==> src/rtl/par_to_serial_tx.sv <==
// par_to_serial_tx: MSB-first byte serialiser on clk_32f; COM sync after reset, then valid/ready data with COM fill.
// Latency: accept to bit 7 on data_out is 2..9 cycles, depending on the bit counter phase.
// Backpressure: one-byte hold register; ready_out low while it is full except at the byte boundary. Option: TX_UNDERRUN_CNT_EN.
module par_to_serial_tx #(
    parameter logic [7:0]  COM_CHAR  = 8'hBC,
    parameter int unsigned SYNC_COMS = 4
) (
    input  logic       clk_32f,
    input  logic       reset,
    input  logic [7:0] data_in,
    input  logic       valid_in,
    output logic       ready_out,
    output logic       data_out,
    output logic       byte_start,
    output logic       active
`ifdef TX_UNDERRUN_CNT_EN
    ,
    output logic [7:0] underrun_cnt
`endif
);

    typedef enum logic {ST_SYNC, ST_ACTIVE} state_t;

    localparam logic [3:0] SYNC_LAST = 4'(SYNC_COMS - 1);

    state_t     state_q, state_d;
    logic [2:0] cnt;
    logic [7:0] cur_byte;
    logic [7:0] hold;
    logic       hold_valid;
    logic [3:0] com_cnt;
    logic       boundary;
    logic       accept;
    logic       load_hold;
    logic       load_com;
    logic       inc_com;

    assign boundary = (cnt == 3'd7);
    assign active   = (state_q == ST_ACTIVE);
    assign accept   = valid_in & ready_out;

    // State register
    always_ff @(posedge clk_32f or negedge reset) begin
        if (!reset) begin
            state_q <= ST_SYNC;
        end else begin
            state_q <= state_d;
        end
    end

    // Next-state logic: leave SYNC on the boundary that completes the last COM
    always_comb begin
        state_d = state_q;
        if (state_q == ST_SYNC && boundary && com_cnt == SYNC_LAST) begin
            state_d = ST_ACTIVE;
        end
    end

    // Output / control decode
    always_comb begin
        ready_out = 1'b0;
        load_hold = 1'b0;
        load_com  = 1'b0;
        inc_com   = 1'b0;
        if (state_q == ST_ACTIVE) begin
            ready_out = ~hold_valid | boundary;
            load_hold = boundary & hold_valid;
            load_com  = boundary & ~hold_valid;
        end else begin
            load_com  = boundary;
            inc_com   = boundary;
        end
    end

    // Serial datapath and hold register
    always_ff @(posedge clk_32f or negedge reset) begin
        if (!reset) begin
            cnt        <= 3'd0;
            cur_byte   <= COM_CHAR;
            hold       <= 8'd0;
            hold_valid <= 1'b0;
            com_cnt    <= 4'd0;
            data_out   <= 1'b0;
            byte_start <= 1'b0;
        end else begin
            data_out   <= cur_byte[3'd7 - cnt];
            byte_start <= (cnt == 3'd0);
            cnt        <= cnt + 3'd1;
            if (inc_com) begin
                com_cnt <= com_cnt + 4'd1;
            end
            if (load_hold) begin
                cur_byte   <= hold;
                hold_valid <= 1'b0;
            end else if (load_com) begin
                cur_byte <= COM_CHAR;
            end
            // A same-edge accept refills the hold register after it drained into cur_byte
            if (accept) begin
                hold       <= data_in;
                hold_valid <= 1'b1;
            end
        end
    end

`ifdef TX_UNDERRUN_CNT_EN
    always_ff @(posedge clk_32f or negedge reset) begin
        if (!reset) begin
            underrun_cnt <= 8'd0;
        end else if (active && load_com && underrun_cnt != 8'hFF) begin
            underrun_cnt <= underrun_cnt + 8'd1;
        end
    end
`endif

endmodule

==> config.mk <==
export PLATFORM = sky130hd
export DESIGN_NAME = par_to_serial_tx
export DESIGN_NICKNAME = d
export VERILOG_FILES = /design/src/rtl/par_to_serial_tx.sv
export SDC_FILE = /design/constraint.sdc
export NUM_CORES = 1
export LEC_CHECK = 0
export CAP_MARGIN = 20
export CORE_MARGIN = 2
export CORE_UTILIZATION = 47
export DETAILED_ROUTE_END_ITERATION = 10
export GPL_ROUTABILITY_DRIVEN = 0
export GPL_TIMING_DRIVEN = 0
export PLACE_DENSITY_LB_ADDON = 0.15
export SETUP_SLACK_MARGIN = 0.3
export SLEW_MARGIN = 20
export SYNTH_ARGS = -nofsm -noshare
export SYNTH_HDL_FRONTEND = slang
export SYNTH_SLANG_ARGS = --single-unit
==> constraint.sdc <==
create_clock -name clk_32f -period 1.65 [get_ports clk_32f]
set_input_delay 0.2475 -clock clk_32f [delete_from_list [all_inputs] [get_ports clk_32f]]
set_output_delay 0.2475 -clock clk_32f [all_outputs]
set_load 0.005 [all_outputs]
; ---- After elaboration in Yosys (flattened, before gate mapping)
; Cells that the tools add are included.
[word_totals]
elab_cells = 35
inputBits = 11
reg_bits = 27
out_inout_bits = 4
[classes]
reduce_logical = 5
n_mux = 10
eq_ne = 2
order_cmp = 1
n_bitwise = 6
add_sub_neg = 3
[op_table]
columns = cell, count
row1 = 8-bit 2-to-1 mux, 2
row2 = 1-bit 2-to-1 mux, 7
row3 = "4-bit by 1-bit adder with 4-bit output, second input constant", 1
row4 = "4-bit by 2-bit equality test with 1-bit output, second input constant", 1
row5 = "3-bit by 4-bit < comparator with 1-bit output, second input constant", 1
row6 = 2-bit nonzero test, 2
row7 = "3-bit by 1-bit adder with 3-bit output, second input constant", 1
row8 = 1-bit AND, 3
row9 = 1-bit binary-select mux with 3-bit select, 1
row10 = "3-bit equality test, second input constant", 1
row11 = 3-bit logical NOT, 1
row12 = "3-bit subtractor, first input constant", 1
row13 = 1-bit logical AND, 2
row14 = 1-bit NOT, 2
row15 = 1-bit OR, 1

; ---- Longest topological paths before layout
; Gate-level depths: netlist of the first run.
[depth]
ltp_word = 5
mapped_depth = 5

; ---- Worst setup path after synthesis of the first run
; OpenSTA, ideal clock, no wires.
[synth_path]
path_kind = register -> register
startpoint = register cnt[0]
endpoint = register hold[0]
synth_period_minus_slack_ns = 1.517
setup_slack_ns = 0.133
path_stages_with_launch = 6
arrival_time_ns = 1.392
cell_sequence = dfrtp_1 ha_1 ha_1 inv_1 a21oi_4 mux2_2
[synth_between]
elab_chain_cells = 4
[synth_rtl]
columns = item, line
row1 = "start, declared", 27  ; logic [2:0] cnt;
row2 = "start signal, assigned", 88  ; cnt <= cnt + 3'd1;
row3 = 3-bit equality test, 38  ; assign boundary = (cnt == 3'd7);
row4 = 1-bit OR, 66  ; ready_out = ~hold_valid | boundary;
row5 = 1-bit 2-to-1 mux, 65  ; if (state_q == ST_ACTIVE) begin
row6 = 1-bit AND, 40  ; assign accept = valid_in & ready_out;
row7 = "end signal, assigned", 100  ; hold <= data_in;
row8 = "end, declared", 29  ; logic [7:0] hold;
; Every way passes these cells.
; A chain may end at the register's enable or synchronous reset.

; ---- Worst setup path after layout of the first run
[layout_path]
startpoint = register cnt[1]
endpoint = output ready_out
[layout_between]
elab_chain_cells = 3
[layout_rtl]
columns = item, line
row1 = 3-bit equality test, 38
row2 = 1-bit OR, 66
row3 = 1-bit 2-to-1 mux, 65
row4 = "end, declared", 12  ; output logic ready_out,
; Every way passes these cells.

==> summary.txt, run 1 <==
Drt
  – Routed wire length: 2149 um
  – DR top layer: met4
  – DR WL/cell: 16.53 um
  – Met2 WL post-DR: 1090 um
  – First-iteration detailed-routing DRC count: 11
  – Pre-antenna DRT Iters: 4
  – DRC Markers: 0
  – Met1 WL: 964 um
  – Post-route ant nets: 0
  – Met3 routed WL: 75 um
  – Via density: 5.377
  – Vias after detailed routing: 699

Floorplanning
  – # rows: 17
  – I/O pin count: 15
  – Initial Utilization: 50.53%
  – Chip height: 53 um
  – Die area: 2809 um2
  – Die width: 53 um
  – CORE AREA: 2233 um2

Worst setup path
  – Reg2Reg Launch Point: cnt[1]
  – Crit path top cell by count: ha_4
  – Cell Chain, Critical Path: ha_4, ha_4, inv_4, a21boi_2, buf_2
  – CP required: 1.40 ns
  – FF-to-FF setup slack: 0.12 ns
  – Startpoint types: flip-flop
  – Critical-path top delay cell: dfrtp_1
  – CP endpoint: ready_out
  – Setup CP Type: reg -> out
  – Worst Setup SP: cnt[1]
  – CP arrival: 1.33 ns
  – CP Capture Type: output port
  – Reg-to-Reg End: cur_byte[4]
  – Worst Path Max Fanout: 2
  – Slowest stage delay, CP: 0.44 ns
  – FF-to-FF path depth: 6

Synth
  – Number of synthesized flops with an enable pin: 0
  – Most frequent cell after synthesis: dfrtp_1
  – Post-synth top flop: dfrtp_1
  – Yosys warning count: 0
  – Syn nets: 91
  – Post-Syn Area per Cell: 15.05 um2
  – Synth top area share: 48.78%
  – Post-synthesis cell count: 75
  – Async S/R FF share, synth: 100.0%
  – Main area contributors after synthesis: dfrtp_1, dfstp_2, mux2_2
  – Synth cell types: 22
  – Synth top cells by count: dfrtp_1, mux2_2, dfstp_2, ha_1, o22a_1
  – Synth Register Bits: 27
  – Sequential area share after synthesis: 60.42%
  – Yosys top cell by area: dfrtp_1
  – Post-Syn Area: 1129 um2

Clocking
  – H-tree levels: 1
  – Clock sink count: 27
  – CTS Buf Count: 3
  – Clock-pin slew on the worst setup and hold paths: 0.14 ns
  – Max Root-Sink Buffers: 2
  – CTS tree: done
  – Worst-skew pair later-pin latency: 0.32 ns
  – CTS Root Cell: clkbuf_4

Layout
  – Layout cells sized above 1: 42.16%
  – Cell area after layout: 1516 um2
  – Inserted Diodes: 0
  – Final Util: 67.90%
  – # nets final: 119
  – Post-Layout Cell Count: 130
  – Area grow syn2layout: 34.37%

Power
  – Power Density: 790.2 nW/um2
  – Net Switching: 267.0 uW
  – Comb pwr share: 12.1%
  – Clk pwr share: 23.4%
  – Int Pwr: 931.4 uW
  – Leak: 0.0006552 uW
  – Max VDD drop: 0.0006073 V
  – Reg power frac: 64.4%
  – Sw frac: 22.28%

STA
  – Fin. max-slew vios: 0
  – Fin Hold WS: 0.4459 ns
  – Final setup viols: 0
  – Max_slew headroom: 59.92%
  – Tcrit/Tclk final: 95.52%
  – Clk_skew: 0.008271 ns
  – Max frequency: 0.6345 GHz
  – Final Hold Viols: 0
  – Sum Neg Setup Slack: 0 ns
  – RSZ-0062 raised after global routing: true
  – Worst slew pin tran: 0.6013 ns
  – Tmin final: 1.576 ns

Placed design
  – Dpl cells: 117
  – HPWL Detailed: 1362 um
  – Placed inst area: 1326 um2
  – I/O Buffers: 14

Global route
  – First-pass GRT wire length: 3381 um
  – Largest net degree at the start of global routing: 28
  – Global Route Usage Sum: 17.39%
  – Vias in the first global route: 717
  – Antenna violations before repair: 0
  – Total gr overflow: 0

Hold path
  – HP Class: in -> async

Run
  – Max_cap viols: 0

Status
  – Status: complete, no violations
==> stage by stage <==
step / total power, uW / setup WS, ns
after CTS: 1203 / 0.06982
final: 1198 / 0.07387
after global placement: 902.4 / -0.08641
after global routing: 1254 / 0.008231
after floorplan: 843.0 / 0.1619
after detailed placement: 909.7 / -0.1508
==> worst min path at each step <==
stage                from          to  slack [ns]  depth (start not counted)
3_5_place_dp        reset  com_cnt[3]        0.28                          1
6_report            reset  com_cnt[3]        0.45                          2
4_1_cts             reset  com_cnt[3]        0.47                          2
3_3_place_gp   com_cnt[3]  com_cnt[3]        0.46                          1
5_1_grt             reset      active        0.48                          2
2_1_floorplan       reset      active       -0.05                          0
==> critical path: cells and delay by family (launching register included) <==
| family | cells | cell delay, ns |
|---|---|---|
| AOI/OAI and AO/OA | 1 | 0.04 |
| adders and majority gates | 2 | 0.34 |
| buffers and inverters | 2 | 0.19 |
| DFF | 1 | 0.44 |
==> routing by layer <==
layer	GRT usage, %	vias up
li1	-	329
met1	22.62	354
met2	29.38	14
met3	3.390	2
met4	5.128	0
met5	0	-
==> cells in the final DEF (no fill, tap or decap) <==
cell / instances
clkbuf_1: 1
a22o_1: 4
inv_4: 1
inv_1: 2
a21o_4: 1
nor2b_1: 1
ha_4: 3
dlygate4sd2_1: 3
nand3_1: 1
mux2_2: 2
xor2_2: 1
or2_4: 1
o22a_1: 5
dlygate4sd3_1: 1
nand2_1: 3
mux4_2: 1
nand4_1: 1
clkbuf_4: 3
and3_4: 1
a21oi_4: 2
nor4bb_1: 1
xnor2_1: 2
nor2b_4: 1
buf_6: 1
a21boi_2: 1
dfstp_2: 5
buf_4: 6
nand2_2: 1
ha_1: 2
mux2_4: 8
clkdlybuf4s50_1: 9
buf_12: 1
mux4_1: 1
dfrtp_1: 22
buf_2: 3
==> sequential cells by signal, indices dropped and copies added (netlist names) <==
name,flops
com_cnt,4
cnt,3
data_out,1
byte_start,1
hold,8
cur_byte,8
hold_valid,1
active,1
==> logic make-up (layout without fill, tap and decap cells) <==
| kind of cell | after synthesis | after routing | synth area share [%] |
|---|---|---|---|
| compound gates | 13 | 13 | 10.20 |
| flops | 27 | 27 | 60.42 |
| xor+xnor | 3 | 3 | 2.329 |
| fa+ha+maj | 5 | 5 | 5.543 |
| buf+inv | 4 | 31 | 1.441 |
| simple gates | 11 | 11 | 5.432 |
| mux | 12 | 12 | 14.63 |
==> layout make-up <==
class / count / area (um2)
well taps: 28 / 35.03
inverters: 3 / 13.76
multi-input cells: 44 / 541.8
fillers: 166 / 716.9
plain buffers: 1 / 5.005
repair buffers: 23 / 212.7
flip-flops and latches: 27 / 681.9
clock buffers: 4 / 26.28
==> power groups by stage <==
stage | logic (uW) | registers, uW | clock network, uW
global placement | 122 | 780 | 0
global route | 158 | 781 | 315
CTS | 147 | 771 | 285
detailed placement | 127 | 783 | 0
finish | 146 | 772 | 281
floorplan | 73.5 | 769 | 0
==> repair_timing <==
action,in CTS,in global routing
hold endpoints to repair,22,0
pin swaps,3,1
gates cloned,0,0
endpoints found under the setup margin,26,23
setup buffers,6,2
gates resized for setup,24,7
hold buffers,1,0
Power figures use the tool's default switching activity.
==> run 2, diff against run 1 <==
Settings changed: ABC_AREA set to 1, CORE_UTILIZATION 47 to 45.
==> run 2 against run 1 <==
  * Global-route usage fell by 2.4 points
  * Clock-buffer cell count did not move
  * Synthesized area rose by 8.8%
  * Maximum frequency fell by 2.2%
  * Critical path depth did not move
  * Final area rose by 9.8%
  * Flip-flop and latch count did not move
  * Synthesized cell count rose by 73%
  * Sequential power rose by 3%
  * Via count rose by 41%
  * Largest power group unchanged
==> summary.txt, run 2 <==
Layout
  – Top Registers: cur_byte (8), hold (8), com_cnt (4)
  – Final Util: 66.02% (-1.9 points)
  – # nets final: 181 (+52%)
  – Layout cells sized above 1: 34.15% (-8.0 points)
  – Inserted Diodes: 0 (unchanged)
  – Cell area after layout: 1665 um2 (+9.8%)
  – Most common cell after layout, fill and taps aside: nand2_1
  – Area grow syn2layout: 35.68%
  – Commonest cells after routing, fill and taps aside: nand2_1, dfrtp_1, nand3_1

Power
  – Clk pwr share: 22.6% (-0.8 points)
  – Reg power frac: 60.6% (-3.8 points)
  – Sw frac: 27.20% (+4.9 points)
  – Net Switching: 355.7 uW (+33%)
  – Power Density: 785.3 nW/um2 (-0.63%)
  – Leak: 0.0008177 uW (+25%)
  – Int Pwr: 952.1 uW (+2.2%)
  – Total power: 1308 uW (+9.1%)
  – Comb pwr share: 16.8% (+4.7 points)
  – Max VDD drop: 0.0005539 V (-8.8%)

Drt
  – Pre-antenna DRT Iters: 4 (unchanged)
  – Routed wire length: 2544 um (+18%)
  – Via density: 5.077 (-5.6%)
  – Vias after detailed routing: 985 (+41%)
  – Post-route ant nets: 0 (unchanged)
  – First-iteration detailed-routing DRC count: 21 (+10)
  – DRC Markers: 0 (unchanged)
  – DR WL/cell: 13.11 um (-21%)

Synth
  – Syn nets: 146 (+60%)
  – Post-Syn Area: 1227 um2 (+8.8%)
  – Synth top cells by count: nand2_1, dfrtp_1, inv_1, nand3_1
  – Synth Register Bits: 27 (unchanged)
  – Post-Syn Area per Cell: 9.442 um2 (-37%)
  – Sequential area share after synthesis: 55.56% (-4.9 points)
  – Main area contributors after synthesis: dfrtp_1, nand2_1, dfstp_2
  – Synth top area share: 44.85% (-3.9 points)
  – Post-synthesis cell count: 130 (+73%)
  – Most frequent cell after synthesis: nand2_1
  – Yosys top cell by area: dfrtp_1
  – Number of synthesized flops with an enable pin: 0 (unchanged)
  – Synth cell types: 22 (unchanged)
  – Yosys warning count: 0 (unchanged)
  – Async S/R FF share, synth: 100.0% (unchanged)
  – Post-synth top flop: dfrtp_1

Clocking
  – Worst-skew pair later-pin latency: 0.33 ns (about the same)
  – CTS Root Cell: clkbuf_4
  – Max Root-Sink Buffers: 2 (unchanged)
  – Clock sink count: 27 (unchanged)
  – Clock-pin slew on the worst setup and hold paths: 0.14 ns (about the same)
  – CTS Buf Count: 3 (unchanged)
  – H-tree levels: 1 (unchanged)
  – CTS tree: done

STA
  – Max_slew headroom: 60.72% (+0.81 points)
  – Worst slew pin tran: 0.5892 ns (-0.01208 ns)
  – Final setup viols: 0 (unchanged)
  – RSZ-0062 raised after global routing: true
  – Fin. max-slew vios: 0 (unchanged)
  – Clk_skew: 0.003081 ns (-0.005190 ns)
  – Final Hold Viols: 0 (unchanged)
  – Tmin final: 1.612 ns (+0.03556 ns)
  – Tcrit/Tclk final: 97.68% (+2.2 points)
  – Max frequency: 0.6205 GHz (-2.2%)

Floorplanning
  – Initial Utilization: 48.66% (-1.9 points)
  – I/O pin count: 15 (unchanged)
  – CORE AREA: 2522 um2 (+13%)
  – # rows: 18 (+1)
  – Chip height: 56.23 um (+6.1%)
  – Die width: 56.23 um (+6.1%)
  – Die area: 3161 um2 (+13%)

Global route
  – Vias in the first global route: 909 (+27%)
  – Largest net degree at the start of global routing: 28 (unchanged)
  – Global Route Usage Sum: 15.03% (-2.4 points)
  – Antenna violations before repair: 0 (unchanged)
  – First-pass GRT wire length: 3822 um (+13%)
  – Total gr overflow: 0 (unchanged)

Placed design
  – Placed inst area: 1405 um2 (+5.9%)
  – HPWL Detailed: 1469 um (+7.8%)
  – I/O Buffers: 13 (-1)

Hold path
  – HP Start: valid_in
  – Hold Path Stages: 3
  – HP Class: in -> reg
  – Hold-critical path endpoint: hold[0]

Worst setup path
  – Startpoint types: flip-flop
  – Setup CP Type: reg -> out
  – Worst Path Max Fanout: 2 (unchanged)
  – CP Capture Type: output port
  – Reg-to-Reg End: cur_byte[4]
  – FF-to-FF path depth: 8 (+2)
  – CP required: 1.40 ns (about the same)
  – CP arrival: 1.36 ns (+0.03 ns)
  – Reg2Reg Launch Point: cnt[1]
  – FF-to-FF setup slack: 0.13 ns (about the same)

Run
  – Max_cap viols: 0 (unchanged)

Status
  – Status: complete, no violations
-- run 2: cell types whose count changed after synthesis, moves of 3 or more --
cell and change:
nand2_1 +41, nand3_1 +13, inv_1 +11, mux2_2 -10, o22a_1 -5, a22o_1 -4
o211ai_1 +4, inv_2 +3, o21ai_2 +3
-- run 2: worst max path at each step --
stage | start | endpoint | slack, ns | depth (start not counted)
final | cnt[1] | ready_out | 0.04 | 5
after detailed placement | cnt[0] | ready_out | -0.30 | 5
after global routing | cnt[1] | ready_out | -0.01 | 5
after global placement | cnt[0] | ready_out | -0.30 | 5
after floorplan | cnt[0] | hold[0] | 0.27 | 7
after CTS | cnt[0] | ready_out | 0.04 | 5
-- run 2: metrics by stage --
| step | cells | setup TNS, ns | hold WS (ns) | worst slack, ns |
|---|---|---|---|---|
| 3_3_place_gp | 173 | -0.3159 | 0.4471 | -0.2980 |
| 6_report | 194 | 0 | 0.3827 | 0.03831 |
| 5_1_grt | 194 | -0.01304 | 0.3976 | -0.01304 |
| 2_1_floorplan | 130 | 0 | -0.04809 | 0.2748 |
| 3_5_place_dp | 173 | -0.2996 | 0.2849 | -0.2996 |
| 4_1_cts | 184 | 0 | 0.3324 | 0.03766 |
-- run 2: cell type report --
class	count	area [um2]
multi-input cells	84	556.8
flip-flops and latches	27	681.9
inverters	17	66.31
fillers	197	857.1
clock buffers	4	26.28
repair buffers	30	281.5
plain buffers	2	15.01
well taps	30	37.54
-- run 2: logic make-up after synthesis --
kind of cell | count (synthesis) | share of synthesized area (%)
DFF | 27 | 55.56
AOI/OAI and AO/OA | 11 | 8.054
buffers and inverters | 19 | 6.422
and+or+nand+nor | 66 | 23.45
xor gates and xnor gates | 2 | 1.427
adders and majority gates | 5 | 5.097
-- run 2: worst max-delay path, cell delays in order, from the launching register on --
cell and delay (ns):
dfrtp_1 0.44, ha_4 0.18, ha_4 0.16, inv_2 0.06
a21oi_4 0.05, buf_2 0.13
-- run 2: layer usage --
metal	global-route usage, %	vias to the layer above	wire, um	share of wire (%)
met5	0	-	0	0
met4	5.102	0	29	1.1
met3	2.326	3	96	3.8
met2	25.04	21	1277	50
met1	19.91	484	1140	45
li1	-	477	-	-
-- run 2: repair_timing --
action                     CTS  global route
resized for setup           10            26
hold endpoints to repair    22             0
pin swaps                    2            11
setup endpoints to repair   26            23
hold buffers                 1             0
gates cloned                 0             1
buffers inserted             6             9
-- run 2: power groups by stage --
stage          combinational [uW]  sequential (uW)  clock, uW
5_1_grt                       247              801        323
2_1_floorplan                 114              790          0
4_1_cts                       186              782        294
3_3_place_gp                  180              794          0
3_5_place_dp                  183              795          0
6_report                      220              792        296
==> run 3, diff against run 2 <==
Settings changed: DONT_BUFFER_PORTS set to 1.
==> run 3 against run 2 <==
  * Register-to-register slack better by 0.08 ns
  * Hold slack got worse by 0.34 ns
  * Non-clock buffer count down 19
  * Combinational power decreased by 25%
  * Cell count down 9.3%
  * Clock-buffer cell count stayed put
  * Flip-flop and latch count is the same
  * Global-route usage is essentially flat
  * Total power shrank 6.1%
  * Largest power group unchanged
  * First-iteration DRC count decreased by 29%
  * Critical path type unchanged
==> summary.txt, run 3 (synthesized netlist as in run 2, its figures left out) <==
Global route
  – GRT Max-Usage Layer: met2
  – Met3 usage: 2.093% (-0.23 points)
  – Global Route Usage Sum: 15.05% (+0.027 points)
  – First-pass GRT wire length: 3698 um (-3.2%)
  – Met1 Use GR: 21.46% (+1.6 points)
  – Total gr overflow: 0 (unchanged)
  – M2 GR Usage: 22.52% (-2.5 points)
  – Vias in the first global route: 815 (-10%)
  – Largest net degree at the start of global routing: 28 (unchanged)
  – Antenna violations before repair: 0 (unchanged)

Power
  – Max VDD drop: 0.0006237 V (+13%)
  – Reg power frac: 64.2% (+3.6 points)
  – Comb pwr share: 13.3% (-3.5 points)
  – Int Pwr: 913.4 uW (-4.1%)
  – Net Switching: 314.8 uW (-11%)
  – Sw frac: 25.63% (-1.6 points)
  – Clk pwr share: 22.4% (-0.2 points)
  – Leak: 0.0007506 uW (-8.2%)
  – Power Density: 818.7 nW/um2 (+4.3%)

Layout
  – Top Registers: cur_byte (8), hold (8), com_cnt (4)
  – Layout cells sized above 1: 29.45% (-4.7 points)
  – Most common cell after layout, fill and taps aside: nand2_1
  – Multi-input logic area: 561.8 um2 (+0.90%)
  – Commonest cells after routing, fill and taps aside: nand2_1, dfrtp_1, nand3_1
  – Inserted Diodes: 0 (unchanged)
  – FILL cells: 225 (+14%)
  – Register area: 681.9 um2 (unchanged)
  – Area grow syn2layout: 22.22%
  – # nets final: 163 (-9.9%)

Floorplanning
  – Die area: 3161 um2 (unchanged)
  – CORE AREA: 2522 um2 (unchanged)
  – Die width: 56.23 um (unchanged)
  – Initial Utilization: 48.66% (unchanged)
  – Chip height: 56.23 um (unchanged)
  – # rows: 18 (unchanged)
  – I/O pin count: 15 (unchanged)

Drt
  – Routed wire length: 2156 um (-15%)
  – DRC Markers: 0 (unchanged)
  – Via density: 4.938 (-2.8%)
  – Pre-antenna DRT Iters: 4 (unchanged)
  – Post-route ant nets: 0 (unchanged)
  – Vias after detailed routing: 869 (-12%)
  – First-iteration detailed-routing DRC count: 15 (-29%)
  – DR WL/cell: 12.25 um (-6.6%)

Status
  – Status: complete, no violations

Clocking
  – CTS Root Cell: clkbuf_4
  – Clock sink count: 27 (unchanged)
  – Worst-skew pair later-pin latency: 0.32 ns (about the same)
  – Max Root-Sink Buffers: 2 (unchanged)
  – CTS Buf Count: 3 (unchanged)
  – Clock-pin slew on the worst setup and hold paths: 0.13 ns (about the same)
  – H-tree levels: 1 (unchanged)
  – CTS tree: done

STA
  – Tcrit/Tclk final: 95.77% (-1.9 points)
  – Tmin final: 1.580 ns (-0.03154 ns)
  – Clk_skew: 0.003908 ns (+0.0008267 ns)
  – Max_slew headroom: 72.66% (+12 points)
  – Worst slew pin tran: 0.4101 ns (-0.1791 ns)
  – Max frequency: 0.6329 GHz (+2.0%)
  – RSZ-0062 raised after global routing: true
  – Final setup viols: 0 (unchanged)
  – Fin. max-slew vios: 0 (unchanged)
  – Sum Neg Setup Slack: 0 ns (unchanged)
  – PnR worst setup slack: 0.06985 ns (+0.03154 ns)
  – Final Hold Viols: 0 (unchanged)

Worst setup path
  – Slowest stage delay, CP: 0.43 ns (about the same)
  – Crit path top cell by count: ha_4
  – Critical-path top delay cell: dfrtp_1
  – CP required: 1.40 ns (about the same)
  – CP arrival: 1.33 ns (-0.03 ns)
  – FF-to-FF path depth: 8 (unchanged)
  – Startpoint types: flip-flop
  – CP Capture Type: output port
  – Worst Path Max Fanout: 5 (+3)
  – Cell Chain, Critical Path: ha_4, ha_4, inv_4, a21oi_4
  – Setup CP Type: reg -> out

Placed design
  – HPWL Detailed: 1425 um (-3.0%)
  – Placement Setup Slack: 0.09103 ns (+0.3907 ns)
  – I/O Buffers: 0 (-13)

Hold path
  – HP Class: in -> reg
  – Hold Path Stages: 2 (-1)

Run
  – Max_cap viols: 0 (unchanged)
[run 3: cell types whose count changed in the layout (fill, tap and decap cells not counted), sizes merged]
cell,before,now
a21oi,1,2
buf,19,11
clkdlybuf4s50,8,0
dlygate4sd2,3,0
[run 3: area by class of cell]
cell class / instances / area share, %
repair buffers: 11 / 7.256
clock buffers: 4 / 1.751
inverters: 17 / 4.587
multi-input cells: 85 / 37.45
plain buffers: 2 / 1.001
flip-flops and latches: 27 / 45.45
well taps: 30 / 2.502
[run 3: repair_timing]
item | 4_1_cts | 5_1_grt
gates cloned | 2 | 0
hold buffers | 2 | 0
pin swaps | 2 | 3
gates resized for setup | 14 | 9
setup endpoints to repair | 23 | 23
hold endpoints to repair | 27 | 0
buffers inserted | 6 | 2
[run 3: layer usage]
| metal | share of wire, % | vias up |
|---|---|---|
| li1 | - | 444 |
| met1 | 48 | 401 |
| met2 | 46 | 19 |
| met3 | 3.8 | 5 |
| met4 | 2.0 | 0 |
| met5 | 0 | - |
[run 3: path summary, 6_finish.rpt]
kind | startpoint | to | slack (ns)
worst min-delay path | data_in[2] | hold[2] | 0.04
worst min register to register | com_cnt[3] | active | 0.48
max in group asynchronous | reset | cur_byte[3] | 1.09
worst max register to register | cnt[0] | active | 0.21
min in group asynchronous | reset | byte_start | 0.34
worst max-delay path | cnt[0] | ready_out | 0.07
[run 3: power groups by stage]
| stage | Combinational (uW) | Sequential (uW) | Clock (uW) |
|---|---|---|---|
| finish | 164 | 789 | 276 |
| floorplan | 114 | 790 | 0 |
| global route | 188 | 798 | 313 |
| detailed placement | 137 | 797 | 0 |
| global placement | 132 | 795 | 0 |
| CTS | 166 | 789 | 292 |
[run 3: worst max-delay path: cells and delay by family (launching register included)]
family / cells / cell delay [ns]
buf+inv: 1 / 0.04
flops: 1 / 0.43
fa+ha+maj: 2 / 0.31
compound gates: 1 / 0.23
[run 3: per-stage QoR]
stage          instance area, um2  total power (uW)  hold WS (ns)  cells  util (%)
5_1_grt                      1500              1299       0.03951    176     59.47
4_1_cts                      1450              1247       0.03422    174     57.49
2_1_floorplan                1242             903.2      -0.04809    130         -
3_5_place_dp                 1280             934.7      -0.04737    160     50.74
6_report                     1500              1228       0.04440    176     59.47
3_3_place_gp                 1280             926.8      -0.04743    160     50.74
